### src/rtl/mem_arbiter_if.sv
// Shared memory port bundle: fetch and data requesters on one side,
// the memory array on the other, with the arbiter sitting in between.
interface mem_arbiter_if #(
  parameter int AW = 32,
  parameter int DW = 32
);
  logic          if_req;
  logic [AW-1:0] if_addr;
  logic          if_ack;
  logic [DW-1:0] if_rdata;
  logic          d_req;
  logic          d_rw;
  logic [AW-1:0] d_addr;
  logic [DW-1:0] d_wdata;
  logic          d_ack;
  logic [DW-1:0] d_rdata;
  logic          err;
  logic          mem_en;
  logic          mem_rw;
  logic [AW-1:0] mem_addr;
  logic [DW-1:0] mem_wdata;
  logic [DW-1:0] mem_rdata;
  logic          mem_rdy;
  logic          busy;

  modport slave (
    input  if_req, if_addr,
    input  d_req, d_rw, d_addr, d_wdata,
    input  mem_rdata, mem_rdy,
    output if_ack, if_rdata,
    output d_ack, d_rdata, err,
    output mem_en, mem_rw, mem_addr, mem_wdata,
    output busy
  );

  modport master (
    output if_req, if_addr,
    output d_req, d_rw, d_addr, d_wdata,
    output mem_rdata, mem_rdy,
    input  if_ack, if_rdata,
    input  d_ack, d_rdata, err,
    input  mem_en, mem_rw, mem_addr, mem_wdata,
    input  busy
  );
endinterface

### src/rtl/mem_arbiter.sv
// Serialises fetch and load/store requests onto the single memory port,
// with bounded data-over-fetch priority and a per-access timeout abort.
module mem_arbiter #(
  parameter int AW           = 32,
  parameter int DW           = 32,
  parameter int MAX_DATA_RUN = 4,
  parameter int TIMEOUT      = 15
) (
  input logic         Clk,
  input logic         Reset,
  mem_arbiter_if.slave bus
);
  localparam int TW = $clog2(TIMEOUT + 1);
  localparam int RW = $clog2(MAX_DATA_RUN + 1);

  typedef enum logic [1:0] {
    IDLE,
    XFER,
    RESP
  } state_t;

  state_t        state;
  state_t        state_n;
  logic          own_d;
  logic          rw_q;
  logic          err_q;
  logic [AW-1:0] addr_q;
  logic [DW-1:0] wdata_q;
  logic [DW-1:0] rdata_q;
  logic [TW-1:0] tmo_cnt;
  logic [RW-1:0] run_cnt;

  logic any_req;
  logic run_full;
  logic grant_d;
  logic grant_f;
  logic tmo_hit;
  logic in_xfer;
  logic in_resp;

  always_comb begin
    any_req  = bus.if_req | bus.d_req;
    run_full = run_cnt == RW'(MAX_DATA_RUN);
    grant_d  = bus.d_req & ~(bus.if_req & run_full);
    grant_f  = bus.if_req & ~grant_d;
    tmo_hit  = tmo_cnt == TW'(TIMEOUT - 1);
    state_n  = state;
    unique case (state)
      IDLE:    if (any_req) state_n = XFER;
      XFER:    if (bus.mem_rdy | tmo_hit) state_n = RESP;
      RESP:    state_n = IDLE;
      default: state_n = IDLE;
    endcase
  end

  always_ff @(posedge Clk) begin
    if (Reset) state <= IDLE;
    else       state <= state_n;
  end

  // Transaction registers; bus outputs come only from these and state.
  always_ff @(posedge Clk) begin
    if (Reset) begin
      own_d   <= 1'b0;
      rw_q    <= 1'b0;
      err_q   <= 1'b0;
      addr_q  <= '0;
      wdata_q <= '0;
      rdata_q <= '0;
      tmo_cnt <= '0;
      run_cnt <= '0;
    end else begin
      unique case (state)
        IDLE: begin
          if (any_req) begin
            own_d   <= grant_d;
            rw_q    <= grant_d ? bus.d_rw : 1'b1;
            addr_q  <= grant_f ? bus.if_addr : bus.d_addr;
            wdata_q <= grant_d ? bus.d_wdata : '0;
            tmo_cnt <= '0;
            run_cnt <= (grant_d & bus.if_req) ? run_cnt + 1'b1 : '0;
          end
        end
        XFER: begin
          if (bus.mem_rdy) begin
            rdata_q <= rw_q ? bus.mem_rdata : '0;
            err_q   <= 1'b0;
          end else if (tmo_hit) begin
            rdata_q <= '0;
            err_q   <= 1'b1;
          end else begin
            tmo_cnt <= tmo_cnt + 1'b1;
          end
        end
        default: ;
      endcase
    end
  end

  assign in_xfer = state == XFER;
  assign in_resp = state == RESP;

  assign bus.busy      = state != IDLE;
  assign bus.mem_en    = in_xfer;
  assign bus.mem_rw    = in_xfer & rw_q;
  assign bus.mem_addr  = in_xfer ? addr_q : '0;
  assign bus.mem_wdata = in_xfer ? wdata_q : '0;
  assign bus.if_ack    = in_resp & ~own_d;
  assign bus.d_ack     = in_resp & own_d;
  assign bus.if_rdata  = (in_resp & ~own_d) ? rdata_q : '0;
  assign bus.d_rdata   = (in_resp & own_d) ? rdata_q : '0;
  assign bus.err       = in_resp & err_q;
endmodule

### src/flat_wrapper.sv
// flat-port wrapper written by rule: the top's interface ports become plain ports
module mem_arbiter_flat 
#(
  parameter int AW           = 32,
  parameter int DW           = 32,
  parameter int MAX_DATA_RUN = 4,
  parameter int TIMEOUT      = 15
)
  (Clk, Reset, bus_if_req, bus_if_addr, bus_d_req, bus_d_rw, bus_d_addr, bus_d_wdata, bus_mem_rdata, bus_mem_rdy, bus_if_ack, bus_if_rdata, bus_d_ack, bus_d_rdata, bus_err, bus_mem_en, bus_mem_rw, bus_mem_addr, bus_mem_wdata, bus_busy);
  mem_arbiter_if #(.AW(AW), .DW(DW)) bus_i ();
  input logic Clk;
  input logic Reset;
  input wire logic [$bits(bus_i.if_req)-1:0] bus_if_req;
  input wire logic [$bits(bus_i.if_addr)-1:0] bus_if_addr;
  input wire logic [$bits(bus_i.d_req)-1:0] bus_d_req;
  input wire logic [$bits(bus_i.d_rw)-1:0] bus_d_rw;
  input wire logic [$bits(bus_i.d_addr)-1:0] bus_d_addr;
  input wire logic [$bits(bus_i.d_wdata)-1:0] bus_d_wdata;
  input wire logic [$bits(bus_i.mem_rdata)-1:0] bus_mem_rdata;
  input wire logic [$bits(bus_i.mem_rdy)-1:0] bus_mem_rdy;
  output wire logic [$bits(bus_i.if_ack)-1:0] bus_if_ack;
  output wire logic [$bits(bus_i.if_rdata)-1:0] bus_if_rdata;
  output wire logic [$bits(bus_i.d_ack)-1:0] bus_d_ack;
  output wire logic [$bits(bus_i.d_rdata)-1:0] bus_d_rdata;
  output wire logic [$bits(bus_i.err)-1:0] bus_err;
  output wire logic [$bits(bus_i.mem_en)-1:0] bus_mem_en;
  output wire logic [$bits(bus_i.mem_rw)-1:0] bus_mem_rw;
  output wire logic [$bits(bus_i.mem_addr)-1:0] bus_mem_addr;
  output wire logic [$bits(bus_i.mem_wdata)-1:0] bus_mem_wdata;
  output wire logic [$bits(bus_i.busy)-1:0] bus_busy;
  assign bus_i.if_req = bus_if_req;
  assign bus_i.if_addr = bus_if_addr;
  assign bus_i.d_req = bus_d_req;
  assign bus_i.d_rw = bus_d_rw;
  assign bus_i.d_addr = bus_d_addr;
  assign bus_i.d_wdata = bus_d_wdata;
  assign bus_i.mem_rdata = bus_mem_rdata;
  assign bus_i.mem_rdy = bus_mem_rdy;
  assign bus_if_ack = bus_i.if_ack;
  assign bus_if_rdata = bus_i.if_rdata;
  assign bus_d_ack = bus_i.d_ack;
  assign bus_d_rdata = bus_i.d_rdata;
  assign bus_err = bus_i.err;
  assign bus_mem_en = bus_i.mem_en;
  assign bus_mem_rw = bus_i.mem_rw;
  assign bus_mem_addr = bus_i.mem_addr;
  assign bus_mem_wdata = bus_i.mem_wdata;
  assign bus_busy = bus_i.busy;
  mem_arbiter #(.AW(AW), .DW(DW), .MAX_DATA_RUN(MAX_DATA_RUN), .TIMEOUT(TIMEOUT)) u_core (.Clk(Clk), .Reset(Reset), .bus(bus_i));
endmodule
### config.mk
export PLATFORM = sky130hd
export DESIGN_NAME = mem_arbiter_flat
export DESIGN_NICKNAME = d
export VERILOG_FILES = /design/src/rtl/mem_arbiter_if.sv /design/src/rtl/mem_arbiter.sv /design/src/flat_wrapper.sv
export SDC_FILE = /design/constraint.sdc
export NUM_CORES = 1
export LEC_CHECK = 0
export ABC_AREA = 0
export CAP_MARGIN = 30
export CORE_AREA = 2 2 136 98
export DETAILED_ROUTE_END_ITERATION = 10
export DIE_AREA = 0 0 138 100
export GPL_ROUTABILITY_DRIVEN = 0
export GPL_TIMING_DRIVEN = 0
export PLACE_DENSITY_LB_ADDON = 0.25
export SYNTH_ARGS = -nofsm -noshare
export SYNTH_HDL_FRONTEND = slang
export SYNTH_SLANG_ARGS = --single-unit
### constraint.sdc
create_clock -name Clk -period 3.2 [get_ports Clk]
set_clock_uncertainty 0.2 [all_clocks]
set_input_delay 0.64 -clock Clk [delete_from_list [all_inputs] [get_ports Clk]]
set_output_delay 0.64 -clock Clk [all_outputs]
set_load 0.005 [all_outputs]
==> run metrics, run 1 <==
power density over cell area 387 nW/um^2; Crit path required time 2.36 ns; Slew @ Worst Pin 0.718 ns; clk buf depth 2; HP Start u_core.wdata_q[13]$_SDFFE_PP0P_; vias in the first global route 5,969; Avg WL per Cell 18.1 um; internal power 0.00245 W; sw frac 0.262; fin crit share 0.959; Main synth FF type dfxtp_1; Seq pwr share 0.445; via count 6,097; port bufs 265; Gate power share 0.204; Mean Syn Cell Area 8.60 um^2; die area 13,800 um^2; Crit Path Max Fanout 10; Starting Density 0.425; antenna violations before repair 0; first-pass GRT wire length 31.0 mm; final-report setup violation count 0; RSZ-0062 raised after global routing no; initial DRC count 321; Max Cap Viol 0; Post-Route WL 19.4 mm; worst r2r dst u_core.addr_q[7]$_SDFFE_PP0P_; post-synthesis cell count 628; dpl hpwl 14.8 mm; f_max 326 MHz; ANT cells 0; WHS Endpoint u_core.wdata_q[13]$_SDFFE_PP0P_; most frequent cells in the layout clkdlybuf4s50_1, and2_1, dfxtp_1; layout net count 1,042; Seq/Total Area, Yosys 0.401; CTS tree yes; Worst-Skew Late Latency 0.35 ns; Synth area leaders dfxtp_1, and2_1, a21oi_1; flops & latches, synth 108; FFs w/ async S/R, synth 0; Hold Path Depth 2; Chip Width 138 um; Die Ht 100 um; RR Startpoint u_core.run_cnt[0]$_SDFFE_PP0P_; slew margin rel. 0.519; min Tclk post-route 3.07 ns; Row Count 35; Hold Violations, Final 0; vias per std cell 5.68; Worst setup EP type primary output; share of power burned in the clock network 0.351; core footprint 12,700 um^2; total CTS buffers 9; Congestion Overflow GR 0; I/O pins 268; setup slack, reg-to-reg 0.90 ns; most common cell after layout, fill and taps aside clkdlybuf4s50_1; Hold WC Path Type flip-flop to flip-flop; GRT Util Overall 0.275; outcome finished clean; Max Transition Viols Final 0; post-synth cell types 44; fraction of layout cells with a size suffix above 1 0.0639; CTS sink count 108; drt first pass iters 5; CP Launch Type flip-flop; root buf cell clkbuf_16; DRC Markers 0; Leak Pwr 3.05 nW; Layout Utilization 0.676; Post-Syn Nets 766; area leader, netlist dfxtp_1; H-tree depth 3; # fillers 1,038; area grow syn2layout 59.0%; CTS clock-pin slew for the worst setup and hold paths 0.07 ns; maximum VDD drop 0.000356 V; switching pwr 0.000870 W; Routed Antenna Nets 0; Cell Area, Synth 5400 um^2; Reg2Reg Depth 6; crit path DAT 2.23 ns; # Post-CTS Setup Buffers 0; Setup CP Type flip-flop to primary output; pin count of the biggest net entering global routing 17; EDFF count, synth 0; Yosys top cell area share 0.401; final setup TNS 0 ns; yosys synthesis warning count 0
[metal layers]
layer / global-route usage / wire (um) / share of wire / vias to the layer above
met4: 0.0840 / 455 / 0.023 / 0
met3: 0.0697 / 1510 / 0.078 / 46
met1: 0.355 / 8470 / 0.44 / 2882
li1: - / - / - / 2872
met2: 0.458 / 8960 / 0.46 / 297
met5: 0 / 0 / 0 / -
[kinds of logic (layout without fill, tap and decap cells)]
| logic type | after synthesis | after routing | synth area share |
|---|---|---|---|
| adder cells (fa/ha/maj) | 4 | 4 | 0.00927 |
| AND/OR/NAND/NOR | 251 | 251 | 0.301 |
| AO/OA/AOI/OAI | 184 | 184 | 0.227 |
| flip-flops | 108 | 108 | 0.401 |
| buffers and inverters | 81 | 360 | 0.0621 |
[sequential cells by signal (all words and copies together) (netlist names)]
signal          cells
u_core.rw_q         1
u_core.wdata_q     32
u_core.state        2
u_core.run_cnt      3
u_core.rdata_q     32
u_core.own_d        1
u_core.tmo_cnt      4
u_core.addr_q      32
u_core.err_q        1
[power by group through the flow]
stage               combinational [W]  sequential (W)  clock (W)
floorplan                    0.000320         0.00149          0
global placement             0.000646         0.00150          0
detailed placement           0.000666         0.00151          0
CTS                          0.000671         0.00148    0.00118
global route                 0.000738         0.00149    0.00123
finish                       0.000679         0.00148    0.00117
[cells in the mapped netlist (2+ instances only)]
library cell,number
inv_2,2
a22o_1,32
inv_1,5
o21ai_0,35
dfxtp_1,108
a2111oi_0,32
nand3_1,35
nor4_1,32
nor4b_1,33
clkbuf_1,53
and3b_2,2
o31ai_1,2
o221a_2,2
buf_2,16
nand4_1,3
ha_1,4
nor2_1,4
a21oi_1,68
and2_1,129
a31oi_1,3
o221ai_1,2
nand2_1,2
clkbuf_2,3
[area by class of cell]
cell class,count,area (um^2),area share
multi-input combinational,439,2910,0.339
timing repair buffer,265,2650,0.309
sequential,108,2160,0.252
buffer,74,317,0.0369
clock buffer,10,229,0.0267
tap,166,208,0.0242
clock inverter,4,76.3,0.00889
inverter,7,26.3,0.00306
[through the flow]
stage	worst slack, ns	hold WS, ns	cell area (um^2)	cells	power, W
final	0.131	0.271	8580	1073	0.00333
after global routing	0.00819	0.296	8580	1073	0.00345
after detailed placement	0.178	0.264	8260	1059	0.00217
after CTS	0.00878	0.273	8570	1073	0.00333
after global placement	0.184	0.258	8260	1059	0.00215
after floorplan	1.14	0.248	5400	628	0.00181
[worst max path at each step]
| stage | from | to | slack (ns) | cells past startpoint |
|---|---|---|---|---|
| finish | u_core.state[1]$_SDFFE_PP0P_ | bus_mem_wdata[31] | 0.13 | 6 |
| global route | u_core.state[1]$_SDFFE_PP0P_ | bus_mem_wdata[31] | 0.008 | 6 |
| CTS | u_core.state[0]$_SDFFE_PP0P_ | bus_mem_addr[4] | 0.009 | 6 |
| detailed placement | u_core.state[1]$_SDFFE_PP0P_ | bus_if_rdata[4] | 0.18 | 4 |
| global placement | u_core.state[1]$_SDFFE_PP0P_ | bus_if_rdata[7] | 0.18 | 4 |
| floorplan | u_core.state[1]$_SDFFE_PP0P_ | bus_if_rdata[22] | 1.14 | 3 |
[worst max-delay path: stages, from the launching register on]
cell,delay (ns)
dfxtp_1,0.38
nand2b_1,0.19
buf_6,0.14
inv_2,0.17
buf_2,0.29
and2_1,0.20
clkdlybuf4s50_1,0.51
[what timing repair did]
item | CTS | global route
hold buffers | 0 | 0
setup endpoints to repair | 33 | 83
pin swaps | 0 | 0
gates resized for setup | 4 | 8
(Power assumes the default switching activity.)
==> run 2, diff against run 1 <==
--- a/config.mk
+++ b/config.mk
@@ -12,6 +12,7 @@
 export DIE_AREA = 0 0 138 100
 export GPL_ROUTABILITY_DRIVEN = 0
 export GPL_TIMING_DRIVEN = 0
+export HOLD_SLACK_MARGIN = 0.08
 export PLACE_DENSITY_LB_ADDON = 0.25
 export SYNTH_ARGS = -nofsm -noshare
 export SYNTH_HDL_FRONTEND = slang
==> results of run 2 <==
The final DEF is identical to that of run 1; final timing and power are the same.
